==> src/rtl/ripple_count_monitor_if.sv <==
// Bus between a ripple-counter source and its synchronous monitor.
// The master drives the raw count, target and arm; the slave returns the filtered status.
interface ripple_count_monitor_if #(
  parameter int unsigned WIDTH   = 6,
  parameter int unsigned TALLY_W = 8
);
  logic [WIDTH-1:0]   q_in;
  logic [WIDTH-1:0]   target;
  logic               arm;
  logic [WIDTH-1:0]   stable_q;
  logic               busy;
  logic               hit;
  logic               wrap;
  logic [TALLY_W-1:0] hit_count;

  modport master (
    output q_in, target, arm,
    input  stable_q, busy, hit, wrap, hit_count
  );

  modport slave (
    input  q_in, target, arm,
    output stable_q, busy, hit, wrap, hit_count
  );
endinterface

==> src/rtl/ripple_count_monitor.sv <==
// Resynchronises an asynchronous ripple-counter value, filters transient codes,
// and reports target hits, wrap-around and a saturating hit tally.
module ripple_count_monitor #(
  parameter int unsigned WIDTH   = 6,
  parameter int unsigned TALLY_W = 8
) (
  input  logic                clk,
  input  logic                clear,
  ripple_count_monitor_if.slave mon
);

  typedef enum logic [1:0] {
    IDLE  = 2'd0,
    ARMED = 2'd1,
    HIT   = 2'd2
  } state_t;

  state_t             state_q, state_d;
  logic [WIDTH-1:0]   s1, s2, s3;
  logic [WIDTH-1:0]   stable_r;
  logic               wrap_r;
  logic [TALLY_W-1:0] tally_r;

  logic upd;
  logic match;
  logic wrap_d;
  logic tally_inc;

  // A code reaches stable_q only after two identical consecutive samples.
  always_comb begin
    upd    = (s2 == s3) && (s2 != stable_r);
    match  = upd && (s2 == mon.target);
    wrap_d = upd && (((stable_r == '0) && (s2 == '1)) ||
                     ((stable_r == '1) && (s2 == '0)));
  end

  always_comb begin
    state_d   = state_q;
    tally_inc = 1'b0;
    case (state_q)
      IDLE: begin
        if (mon.arm) state_d = ARMED;
      end
      ARMED: begin
        // A match wins over arm falling on the same edge.
        if (match) begin
          state_d   = HIT;
          tally_inc = (tally_r != '1);
        end else if (!mon.arm) begin
          state_d = IDLE;
        end
      end
      HIT: begin
        state_d = mon.arm ? ARMED : IDLE;
      end
      default: state_d = IDLE;
    endcase
  end

  always_ff @(posedge clk or posedge clear) begin
    if (clear) begin
      s1       <= '0;
      s2       <= '0;
      s3       <= '0;
      stable_r <= '0;
      wrap_r   <= 1'b0;
      tally_r  <= '0;
      state_q  <= IDLE;
    end else begin
      s1      <= mon.q_in;
      s2      <= s1;
      s3      <= s2;
      if (s2 == s3) stable_r <= s2;
      wrap_r  <= wrap_d;
      if (tally_inc) tally_r <= tally_r + 1'b1;
      state_q <= state_d;
    end
  end

  assign mon.stable_q  = stable_r;
  assign mon.busy      = (state_q != IDLE);
  assign mon.hit       = (state_q == HIT);
  assign mon.wrap      = wrap_r;
  assign mon.hit_count = tally_r;

endmodule
==> src/flat_wrapper.sv <==
// flat-port wrapper written by rule: the top's interface ports become plain ports
module ripple_count_monitor_flat 
#(
  parameter int unsigned WIDTH   = 6,
  parameter int unsigned TALLY_W = 8
)
  (clk, clear, mon_q_in, mon_target, mon_arm, mon_stable_q, mon_busy, mon_hit, mon_wrap, mon_hit_count);
  ripple_count_monitor_if #(.WIDTH(WIDTH), .TALLY_W(TALLY_W)) mon_i ();
  input  logic clk;
  input  logic clear;
  input wire logic [$bits(mon_i.q_in)-1:0] mon_q_in;
  input wire logic [$bits(mon_i.target)-1:0] mon_target;
  input wire logic [$bits(mon_i.arm)-1:0] mon_arm;
  output wire logic [$bits(mon_i.stable_q)-1:0] mon_stable_q;
  output wire logic [$bits(mon_i.busy)-1:0] mon_busy;
  output wire logic [$bits(mon_i.hit)-1:0] mon_hit;
  output wire logic [$bits(mon_i.wrap)-1:0] mon_wrap;
  output wire logic [$bits(mon_i.hit_count)-1:0] mon_hit_count;
  assign mon_i.q_in = mon_q_in;
  assign mon_i.target = mon_target;
  assign mon_i.arm = mon_arm;
  assign mon_stable_q = mon_i.stable_q;
  assign mon_busy = mon_i.busy;
  assign mon_hit = mon_i.hit;
  assign mon_wrap = mon_i.wrap;
  assign mon_hit_count = mon_i.hit_count;
  ripple_count_monitor #(.WIDTH(WIDTH), .TALLY_W(TALLY_W)) u_core (.clk(clk), .clear(clear), .mon(mon_i));
endmodule
==> config.mk <==
export PLATFORM = sky130hd
export DESIGN_NAME = ripple_count_monitor_flat
export DESIGN_NICKNAME = d
export VERILOG_FILES = /design/src/rtl/ripple_count_monitor_if.sv /design/src/rtl/ripple_count_monitor.sv /design/src/flat_wrapper.sv
export SDC_FILE = /design/constraint.sdc
export NUM_CORES = 1
export LEC_CHECK = 0
export BUFFER_PORTS_ARGS = -buffer_cell sky130_fd_sc_hd__buf_4
export CORE_MARGIN = 1
export CORE_UTILIZATION = 57
export DETAILED_ROUTE_END_ITERATION = 8
export PLACE_DENSITY_LB_ADDON = 0.08
export SLEW_MARGIN = 20
export SYNTH_ARGS = -nofsm -noshare
export SYNTH_HDL_FRONTEND = slang
export SYNTH_SLANG_ARGS = --single-unit
==> constraint.sdc <==
create_clock -name clk -period 5.25 [get_ports clk]
set_input_delay 0.7875 -clock clk [delete_from_list [all_inputs] [get_ports clk]]
set_output_delay 0.7875 -clock clk [all_outputs]
set_load 0.02 [all_outputs]
==> impl_results.html, run 1 <==
<table>
<tr><th>Metric</th><th>Value</th></tr>
<tr><th colspan="2">Critical path</th></tr>
<tr><td>Path type of the worst setup path</td><td>flip-flop to flip-flop</td></tr>
<tr><td>Worst-path maximum fanout</td><td>10</td></tr>
<tr><td>Kind of launch point of the worst setup path</td><td>flip-flop</td></tr>
<tr><td>Type of element capturing the critical path</td><td>flip-flop</td></tr>
<tr><td>Data required time at the worst endpoint</td><td>5.47 ns</td></tr>
<tr><td>WP data arrival</td><td>2.29 ns</td></tr>
<tr><th colspan="2">CTS</th></tr>
<tr><td>Gates resized, CTS repair</td><td>0</td></tr>
<tr><td>Clock Pin Slew Worst Setup and Hold Paths</td><td>0.10 ns</td></tr>
<tr><td>Setup Fix Bufs, Post-CTS</td><td>0</td></tr>
<tr><td>H-tree levels</td><td>2</td></tr>
<tr><td>Number of buffers inserted during clock tree synthesis</td><td>5</td></tr>
<tr><td>CTS Hold Bufs</td><td>0</td></tr>
<tr><td>Maximum clock insertion buffer count</td><td>2</td></tr>
<tr><td>Root buffer cell</td><td>sky130_fd_sc_hd__clkbuf_4</td></tr>
<tr><td>Clock latency on the worst-skew pair</td><td>0.33 ns</td></tr>
<tr><td>Clock Sink Count</td><td>35</td></tr>
<tr><td>Clock tree from TritonCTS</td><td>done</td></tr>
<tr><th colspan="2">Placed design</th></tr>
<tr><td>Number of input and output port buffers inserted</td><td>31</td></tr>
<tr><td>HPWL after DPL</td><td>2.01 mm</td></tr>
<tr><td>Weighted congestion at the end of routability-driven global placement</td><td>0.755</td></tr>
<tr><th colspan="2">Timing</th></tr>
<tr><td>Period Utilization, post-route</td><td>39.4%</td></tr>
<tr><td>Setup violations, final</td><td>0</td></tr>
<tr><td>Clock skew</td><td>0.00331 ns</td></tr>
<tr><td>Number of pins exceeding their max-slew limit in the final report</td><td>0</td></tr>
<tr><td>Slew at the pin with the worst max-slew slack</td><td>0.413 ns</td></tr>
<tr><td>Remaining max-slew budget at the tightest pin</td><td>72.3%</td></tr>
<tr><td>Unrepaired setup endpoints after global routing</td><td>no</td></tr>
<tr><td>FMAX</td><td>0.484 GHz</td></tr>
<tr><td>Post-route minimum period</td><td>2.07 ns</td></tr>
<tr><td>Final-report hold violation count</td><td>0</td></tr>
<tr><td>Final TNS setup</td><td>0 ns</td></tr>
<tr><th colspan="2">Synthesis</th></tr>
<tr><td>Dominant cell by count in the synthesized netlist</td><td>sky130_fd_sc_hd__dfrtp_1</td></tr>
<tr><td>Commonest cells post-synth</td><td>sky130_fd_sc_hd__dfrtp_1 (35), sky130_fd_sc_hd__xor2_1 (13), sky130_fd_sc_hd__xnor2_1 (8), sky130_fd_sc_hd__nand2_1 (7)</td></tr>
<tr><td>Count of flip-flops with a built-in enable after synthesis</td><td>0</td></tr>
<tr><td>Biggest area contributors in the synthesized netlist</td><td>sky130_fd_sc_hd__dfrtp_1 (55%), sky130_fd_sc_hd__xor2_1 (7.2%), sky130_fd_sc_hd__xnor2_1 (4.4%)</td></tr>
<tr><td>Library cell with the largest summed area after synthesis</td><td>sky130_fd_sc_hd__dfrtp_1</td></tr>
<tr><td>Async set or reset register ratio after synthesis</td><td>100%</td></tr>
<tr><td>Gate Count Post-Synth</td><td>124</td></tr>
<tr><td>Seq/Total Area, Yosys</td><td>55.1%</td></tr>
<tr><td>Mapped Nets</td><td>140</td></tr>
<tr><td>Post-Syn Area per Cell</td><td>12.8 µm²</td></tr>
<tr><td>Number of synthesized register bits</td><td>35</td></tr>
<tr><td>Synth Flop Type</td><td>sky130_fd_sc_hd__dfrtp_1</td></tr>
<tr><td>Area of the mapped netlist</td><td>0.00159 mm²</td></tr>
<tr><td>Distinct cells, synth</td><td>28</td></tr>
<tr><td>Share of Yosys cell area claimed by the top area cell type</td><td>55.1%</td></tr>
<tr><td>Yosys Warn Count</td><td>0</td></tr>
<tr><th colspan="2">Global routing</th></tr>
<tr><td>Global-route wire length before repair</td><td>4.15 mm</td></tr>
<tr><td>Global-route usage over all layers</td><td>21.1%</td></tr>
<tr><td>Pin count of the biggest net entering global routing</td><td>36</td></tr>
<tr><td>Leftover overflow at the end of global routing</td><td>0</td></tr>
<tr><td>Number of antenna violations at the first check in global routing</td><td>0</td></tr>
<tr><td>Via count of the first global-routing pass</td><td>920</td></tr>
<tr><th colspan="2">Finish</th></tr>
<tr><td>Fraction of layout cells with a size suffix above 1</td><td>34.8%</td></tr>
<tr><td>Count of nets after finishing</td><td>173</td></tr>
<tr><td>Fill count</td><td>195</td></tr>
<tr><td>Antenna diodes</td><td>0</td></tr>
<tr><td>Synth-to-layout area growth</td><td>18.2%</td></tr>
<tr><th colspan="2">Die</th></tr>
<tr><td>Die Outline Area</td><td>0.00301 mm²</td></tr>
<tr><td>Area of the core</td><td>0.00257 mm²</td></tr>
<tr><td>Boundary Pins</td><td>32</td></tr>
<tr><td>Die width</td><td>54.8 µm</td></tr>
<tr><td>Cell row count</td><td>18</td></tr>
<tr><td>Die boundary height</td><td>54.8 µm</td></tr>
<tr><td>Starting utilization of the core area</td><td>61.9%</td></tr>
<tr><th colspan="2">Routing</th></tr>
<tr><td>DRC</td><td>0</td></tr>
<tr><td>Number of DRC markers after the initial detailed-route iteration</td><td>17</td></tr>
<tr><td>Count of antenna-violating nets left after detailed routing</td><td>0</td></tr>
<tr><td>Routed wire length</td><td>2.76 mm</td></tr>
<tr><td>Via count of the routed design</td><td>1044</td></tr>
<tr><td>Detailed Routing Iterations Pass 1</td><td>3</td></tr>
<tr><td>Mean routed wirelength per cell</td><td>14.7 µm</td></tr>
<tr><td>Avg Vias per Cell</td><td>5.55</td></tr>
<tr><th colspan="2">Power</th></tr>
<tr><td>Leakage Power</td><td>0.847 nW</td></tr>
<tr><td>Clock network fraction of total power</td><td>23.3%</td></tr>
<tr><td>NetSw</td><td>0.173 mW</td></tr>
<tr><td>Sequential group share of total power</td><td>56.2%</td></tr>
<tr><td>Worst IR drop on VDD</td><td>0.268 mV</td></tr>
<tr><td>Internal power</td><td>0.406 mW</td></tr>
<tr><td>Combinational Power Share</td><td>20.5%</td></tr>
<tr><td>Net switching share of the total power</td><td>29.9%</td></tr>
<tr><td>Pwr Total</td><td>0.579 mW</td></tr>
<tr><td>Power per cell area</td><td>308 mW/mm²</td></tr>
<tr><th colspan="2">Hold path</th></tr>
<tr><td>Classification of the worst-slack hold path</td><td>flip-flop to flip-flop</td></tr>
<tr><th colspan="2">Job</th></tr>
<tr><td>Max-cap violations</td><td>0</td></tr>
<tr><th colspan="2">Status</th></tr>
<tr><td>Outcome</td><td>completed</td></tr>
</table>
## registers in the layout, indices dropped and copies added (netlist names)
name	cells
u_core.mon.hit_count	8
u_core.mon.stable_q	6
u_core.mon.wrap	1
u_core.s1	6
u_core.s2	6
u_core.s3	6
u_core.state_q	2
## critical path: stages, from the launching register on
cell and delay (ns):
sky130_fd_sc_hd__dfrtp_1 0.51, sky130_fd_sc_hd__xor2_2 0.21, sky130_fd_sc_hd__nor4_4 0.36, sky130_fd_sc_hd__o211ai_4 0.21, sky130_fd_sc_hd__nor4_2 0.31, sky130_fd_sc_hd__mux2_1 0.35
## cell type report
type,instances,area [µm²],share of cell area (%)
clock buffers,6,41.3,2.20
clock inverters,2,12.5,0.666
inverters,1,3.75,0.200
multi-input cells,82,668,35.6
flip-flops and latches,35,876,46.6
well taps,30,37.5,2.00
repair buffers,32,240,12.8
## cell families (layout without fill, tap and decap cells)
kind of cell	count (synthesis)	in the layout	synth area share, %
simple gates	45	45	19.0
flops	35	35	55.1
xor+xnor	22	22	12.6
mux	10	10	7.08
buf+inv	7	41	2.91
compound gates	4	4	2.60
fa+ha+maj	1	1	0.787
## stage by stage
stage	hold WS (ns)	std cells	utilization [%]	instance area (µm²)	setup WS [ns]
CTS	0.358	188	73.2	1880	3.18
detailed placement	0.335	180	71.1	1830	2.82
floorplan	0.331	124	-	1590	3.11
global placement	0.332	180	71.1	1830	2.89
finish	0.355	188	73.2	1880	3.18
global route	0.362	188	73.2	1880	3.11
## power by group through the flow
stage / Sequential [mW] / Clock [mW] / Combinational [mW]
final: 0.325 / 0.135 / 0.119
after global routing: 0.331 / 0.151 / 0.129
after detailed placement: 0.331 / 0 / 0.120
after floorplan: 0.342 / 0 / 0.0624
after CTS: 0.326 / 0.141 / 0.120
after global placement: 0.329 / 0 / 0.117
## cells in the final DEF, fill, tap and decap left out, drive strengths merged
cell	synthesis	routed
dfrtp	35	35
buf	6	32
xor2	14	14
mux2	10	10
nor4	9	9
xnor2	8	8
nand2	7	7
nand4	6	6
nand3	6	6
clkbuf	0	6
nor2	5	5
nor3	4	4
nand2b	3	3
nor2b	2	2
and4	1	1
o211ai	1	1
and3	1	1
or2	1	1
a21oi	1	1
inv	1	1
o21bai	1	1
a21boi	1	1
ha	1	1
clkinv	0	1
clkinvlp	0	1
## final timing paths
path	slack (ns)	cells after the start	end	start
worst max-delay path	3.18	5	u_core.mon.hit_count[6]	u_core.s2[2]
worst min-delay path	0.36	0	u_core.s2[2]	u_core.s1[2]
worst max register to register	3.18	5	u_core.mon.hit_count[6]	u_core.s2[2]
worst min register to register	0.36	0	u_core.s2[2]	u_core.s1[2]
max in group asynchronous	4.41	3	u_core.s2[5]	clear
min in group asynchronous	0.54	3	u_core.state_q[0]	clear
## metal layers
metal | vias up | global-route usage (%) | part of all wire, %
met2 | 29 | 32.7 | 47
met5 | - | 0 | 0
li1 | 497 | - | -
met1 | 513 | 26.3 | 46
met3 | 5 | 7.78 | 5.2
met4 | 0 | 8.97 | 1.7
(Power assumes the default switching activity.)
==> inputs of run 2 (changes only) <==
--- a/config.mk
+++ b/config.mk
@@ -7,7 +7,7 @@
 export LEC_CHECK = 0
 export BUFFER_PORTS_ARGS = -buffer_cell sky130_fd_sc_hd__buf_4
 export CORE_MARGIN = 1
-export CORE_UTILIZATION = 57
+export CORE_UTILIZATION = 48
 export DETAILED_ROUTE_END_ITERATION = 8
 export PLACE_DENSITY_LB_ADDON = 0.08
 export SLEW_MARGIN = 20
==> constraint.sdc (replaced) <==
create_clock -name clk -period 1.8 [get_ports clk]
set_input_delay 0.27 -clock clk [delete_from_list [all_inputs] [get_ports clk]]
set_output_delay 0.27 -clock clk [all_outputs]
set_load 0.02 [all_outputs]
==> impl_results.html, run 2 (synthesis gave the netlist of run 1 again) <==
<table>
<tr><th>Metric</th><th>Value</th></tr>
<tr><th colspan="2">Status</th></tr>
<tr><td>Outcome</td><td>finished with violations</td></tr>
<tr><td>Violated checks</td><td>negative setup slack</td></tr>
<tr><th colspan="2">Timing</th></tr>
<tr><td>Setup violations, final</td><td>9 (+9)</td></tr>
<tr><td>Remaining max-slew budget at the tightest pin</td><td>71.2% (-1.1 points)</td></tr>
<tr><td>Number of pins exceeding their max-slew limit in the final report</td><td>0 (unchanged)</td></tr>
<tr><td>Period Utilization, post-route</td><td>107% (+68 points)</td></tr>
<tr><td>Minimum setup slack in the final design</td><td>-0.130 ns (-3.31 ns)</td></tr>
<tr><td>Final TNS setup</td><td>-0.867 ns (-0.867 ns)</td></tr>
<tr><td>Unrepaired setup endpoints after global routing</td><td>yes</td></tr>
<tr><td>Final-report hold violation count</td><td>0 (unchanged)</td></tr>
<tr><td>Slew at the pin with the worst max-slew slack</td><td>0.432 ns (+0.0192 ns)</td></tr>
<tr><td>FMAX</td><td>0.518 GHz (+7.1%)</td></tr>
<tr><td>Clock skew</td><td>0.00874 ns (+0.00543 ns)</td></tr>
<tr><td>Post-route minimum period</td><td>1.93 ns (-0.138 ns)</td></tr>
<tr><td>Hold Worst Slack</td><td>0.0104 ns (-0.345 ns)</td></tr>
<tr><th colspan="2">Critical path</th></tr>
<tr><td>Data required time at the worst endpoint</td><td>2.04 ns (-3.43 ns)</td></tr>
<tr><td>Largest stage delay on the critical path</td><td>0.44 ns (-0.07 ns)</td></tr>
<tr><td>Path type of the worst setup path</td><td>flip-flop to flip-flop</td></tr>
<tr><td>Most common cell type on the critical path</td><td>sky130_fd_sc_hd__nor4_4</td></tr>
<tr><td>Kind of launch point of the worst setup path</td><td>flip-flop</td></tr>
<tr><td>Type of element capturing the critical path</td><td>flip-flop</td></tr>
<tr><td>Crit-path cells</td><td>xor2_2, nor4_4, o211ai_4, buf_12, nor4_4, mux2_4</td></tr>
<tr><td>Worst-path maximum fanout</td><td>6 (-4)</td></tr>
<tr><td>Slowest-stage cell, CP</td><td>sky130_fd_sc_hd__dfrtp_2</td></tr>
<tr><td>WP data arrival</td><td>2.17 ns (-0.12 ns)</td></tr>
<tr><th colspan="2">Placed design</th></tr>
<tr><td>Number of input and output port buffers inserted</td><td>31 (unchanged)</td></tr>
<tr><td>HPWL after DPL</td><td>2.10 mm (+4.6%)</td></tr>
<tr><td>Weighted congestion at the end of routability-driven global placement</td><td>0.844 (+12%)</td></tr>
<tr><td>Dpl cells</td><td>205 (+14%)</td></tr>
<tr><th colspan="2">Die</th></tr>
<tr><td>Boundary Pins</td><td>32 (unchanged)</td></tr>
<tr><td>Starting utilization of the core area</td><td>51.2% (-11 points)</td></tr>
<tr><td>Area of the core</td><td>0.00310 mm² (+21%)</td></tr>
<tr><td>Die width</td><td>59.6 µm (+8.6%)</td></tr>
<tr><td>Die Outline Area</td><td>0.00355 mm² (+18%)</td></tr>
<tr><td>Cell row count</td><td>20 (+2)</td></tr>
<tr><td>Die boundary height</td><td>59.6 µm (+8.6%)</td></tr>
<tr><th colspan="2">Job</th></tr>
<tr><td>Max-cap violations</td><td>0 (unchanged)</td></tr>
<tr><th colspan="2">CTS</th></tr>
<tr><td>Clock Pin Slew Worst Setup and Hold Paths</td><td>0.11 ns (about the same)</td></tr>
<tr><td>Clock Sink Count</td><td>35 (unchanged)</td></tr>
<tr><td>Maximum clock insertion buffer count</td><td>2 (unchanged)</td></tr>
<tr><td>Clock latency on the worst-skew pair</td><td>0.34 ns (about the same)</td></tr>
<tr><td>Number of buffers inserted during clock tree synthesis</td><td>5 (unchanged)</td></tr>
<tr><td>H-tree levels</td><td>2 (unchanged)</td></tr>
<tr><td>Clock tree from TritonCTS</td><td>done</td></tr>
<tr><td>Root buffer cell</td><td>sky130_fd_sc_hd__clkbuf_4</td></tr>
<tr><th colspan="2">Power</th></tr>
<tr><td>Power per cell area</td><td>874 mW/mm² (+180%)</td></tr>
<tr><td>Pwr Total</td><td>1.91 mW (+230%)</td></tr>
<tr><td>Leakage Power</td><td>1.01 nW (+19%)</td></tr>
<tr><td>Sequential group share of total power</td><td>49.4% (-6.8 points)</td></tr>
<tr><td>NetSw</td><td>0.555 mW (+220%)</td></tr>
<tr><td>Clock network fraction of total power</td><td>29.6% (+6.3 points)</td></tr>
<tr><td>Net switching share of the total power</td><td>29.0% (-0.88 points)</td></tr>
<tr><td>Internal power</td><td>1.36 mW (+230%)</td></tr>
<tr><td>Combinational Power Share</td><td>21.1% (+0.6 points)</td></tr>
<tr><td>Worst IR drop on VDD</td><td>0.664 mV (+150%)</td></tr>
<tr><th colspan="2">Finish</th></tr>
<tr><td>Commonest cells after routing, fill and taps aside</td><td>sky130_fd_sc_hd__buf_4 (45), sky130_fd_sc_hd__dfrtp_1 (32), sky130_fd_sc_hd__xor2_1 (10), sky130_fd_sc_hd__nand2_1 (7), sky130_fd_sc_hd__xnor2_1 (7)</td></tr>
<tr><td>Number of flip-flops under the largest register name</td><td>8 (unchanged)</td></tr>
<tr><td>Synth-to-layout area growth</td><td>37.5%</td></tr>
<tr><td>Commonest non-fill, non-tap cell in the layout</td><td>sky130_fd_sc_hd__buf_4</td></tr>
<tr><td>Final cell count without fillers</td><td>222 (+18%)</td></tr>
<tr><td>Fill count</td><td>243 (+25%)</td></tr>
<tr><td>Count of nets after finishing</td><td>193 (+12%)</td></tr>
<tr><td>Fraction of layout cells with a size suffix above 1</td><td>47.2% (+12 points)</td></tr>
<tr><td>Antenna diodes</td><td>0 (unchanged)</td></tr>
<tr><th colspan="2">Routing</th></tr>
<tr><td>Via count of the routed design</td><td>1118 (+7.1%)</td></tr>
<tr><td>DRC</td><td>0 (unchanged)</td></tr>
<tr><td>Routed wire length</td><td>3.14 mm (+14%)</td></tr>
<tr><td>Avg Vias per Cell</td><td>5.04 (-9.3%)</td></tr>
<tr><td>Count of antenna-violating nets left after detailed routing</td><td>0 (unchanged)</td></tr>
<tr><td>Mean routed wirelength per cell</td><td>14.2 µm (-3.6%)</td></tr>
<tr><td>Number of DRC markers after the initial detailed-route iteration</td><td>67 (+50)</td></tr>
<tr><td>Detailed Routing Iterations Pass 1</td><td>4 (+1)</td></tr>
<tr><th colspan="2">Hold path</th></tr>
<tr><td>Classification of the worst-slack hold path</td><td>primary input to asynchronous set/reset pin</td></tr>
<tr><th colspan="2">Global routing</th></tr>
<tr><td>Global-route usage over all layers</td><td>19.9% (-1.2 points)</td></tr>
<tr><td>Number of antenna violations at the first check in global routing</td><td>0 (unchanged)</td></tr>
<tr><td>Leftover overflow at the end of global routing</td><td>0 (unchanged)</td></tr>
<tr><td>Pin count of the biggest net entering global routing</td><td>36 (unchanged)</td></tr>
<tr><td>Via count of the first global-routing pass</td><td>1016 (+10%)</td></tr>
<tr><td>Global-route wire length before repair</td><td>4.90 mm (+18%)</td></tr>
</table>
==> run 2: stage by stage <==
step                      worst slack, ns  cell area (µm²)  util, %
after floorplan                   -0.0765             1600        -
after global placement            -0.0678             1930     62.1
after detailed placement           -0.135             1930     62.1
after global routing               -0.243             2190     70.4
final                              -0.130             2190     70.4
after CTS                          -0.105             2060     66.5
==> run 2: layout make-up <==
class                   count  area [µm²]  share of cell area [%]
well taps                  44        55.1                    2.52
flip-flops and latches     35         880                    40.2
clock inverters             3        43.8                    2.00
inverters                   1        3.75                   0.172
repair buffers             52         420                    19.2
multi-input cells          82         746                    34.1
clock buffers               5        37.5                    1.72
==> run 2: timing repair <==
item | 4_1_cts | 5_1_grt
hold endpoints to repair | 0 | 4
pin swaps | 8 | 10
endpoints found under the setup margin | 8 | 9
hold buffers | 0 | 4
gates cloned | 0 | 0
setup buffers | 2 | 3
resized for setup | 9 | 9
==> run 2: layer usage <==
metal | vias up | part of all wire [%] | GRT usage [%]
met5 | - | 0 | 0
met3 | 4 | 6.7 | 5.90
met1 | 535 | 47 | 30.4
li1 | 534 | - | -
met2 | 45 | 45 | 26.5
met4 | 0 | 1.1 | 7.31
==> run 2: power groups by stage <==
stage	logic [mW]	registers (mW)	clock network [mW]
floorplan	0.185	0.998	0
finish	0.403	0.943	0.565
global placement	0.373	0.952	0
detailed placement	0.375	0.956	0
global route	0.436	0.959	0.623
CTS	0.382	0.940	0.593
==> run 2: worst paths after layout <==
| path | slack, ns | startpoint | cells after the start | to |
|---|---|---|---|---|
| worst max register to register | -0.13 | u_core.s2[1] | 6 | u_core.mon.hit_count[6] |
| worst min register to register | 0.36 | u_core.s1[4] | 0 | u_core.s2[4] |
| worst max-delay path | -0.13 | u_core.s2[1] | 6 | u_core.mon.hit_count[6] |
| min in group clk | 0.03 | mon_q_in[5] | 1 | u_core.s1[5] |
| worst min-delay path | 0.01 | clear | 3 | u_core.mon.wrap |
| max in group asynchronous | 1.46 | clear | 3 | u_core.s2[2] |
==> run 2: worst max-delay path, delay by kind of cell (launching register included) <==
family          cells  cell delay (ns)
compound gates      1             0.16
mux                 1             0.32
simple gates        2             0.59
xor+xnor            1             0.16
buf+inv             1             0.16
flops               1             0.44
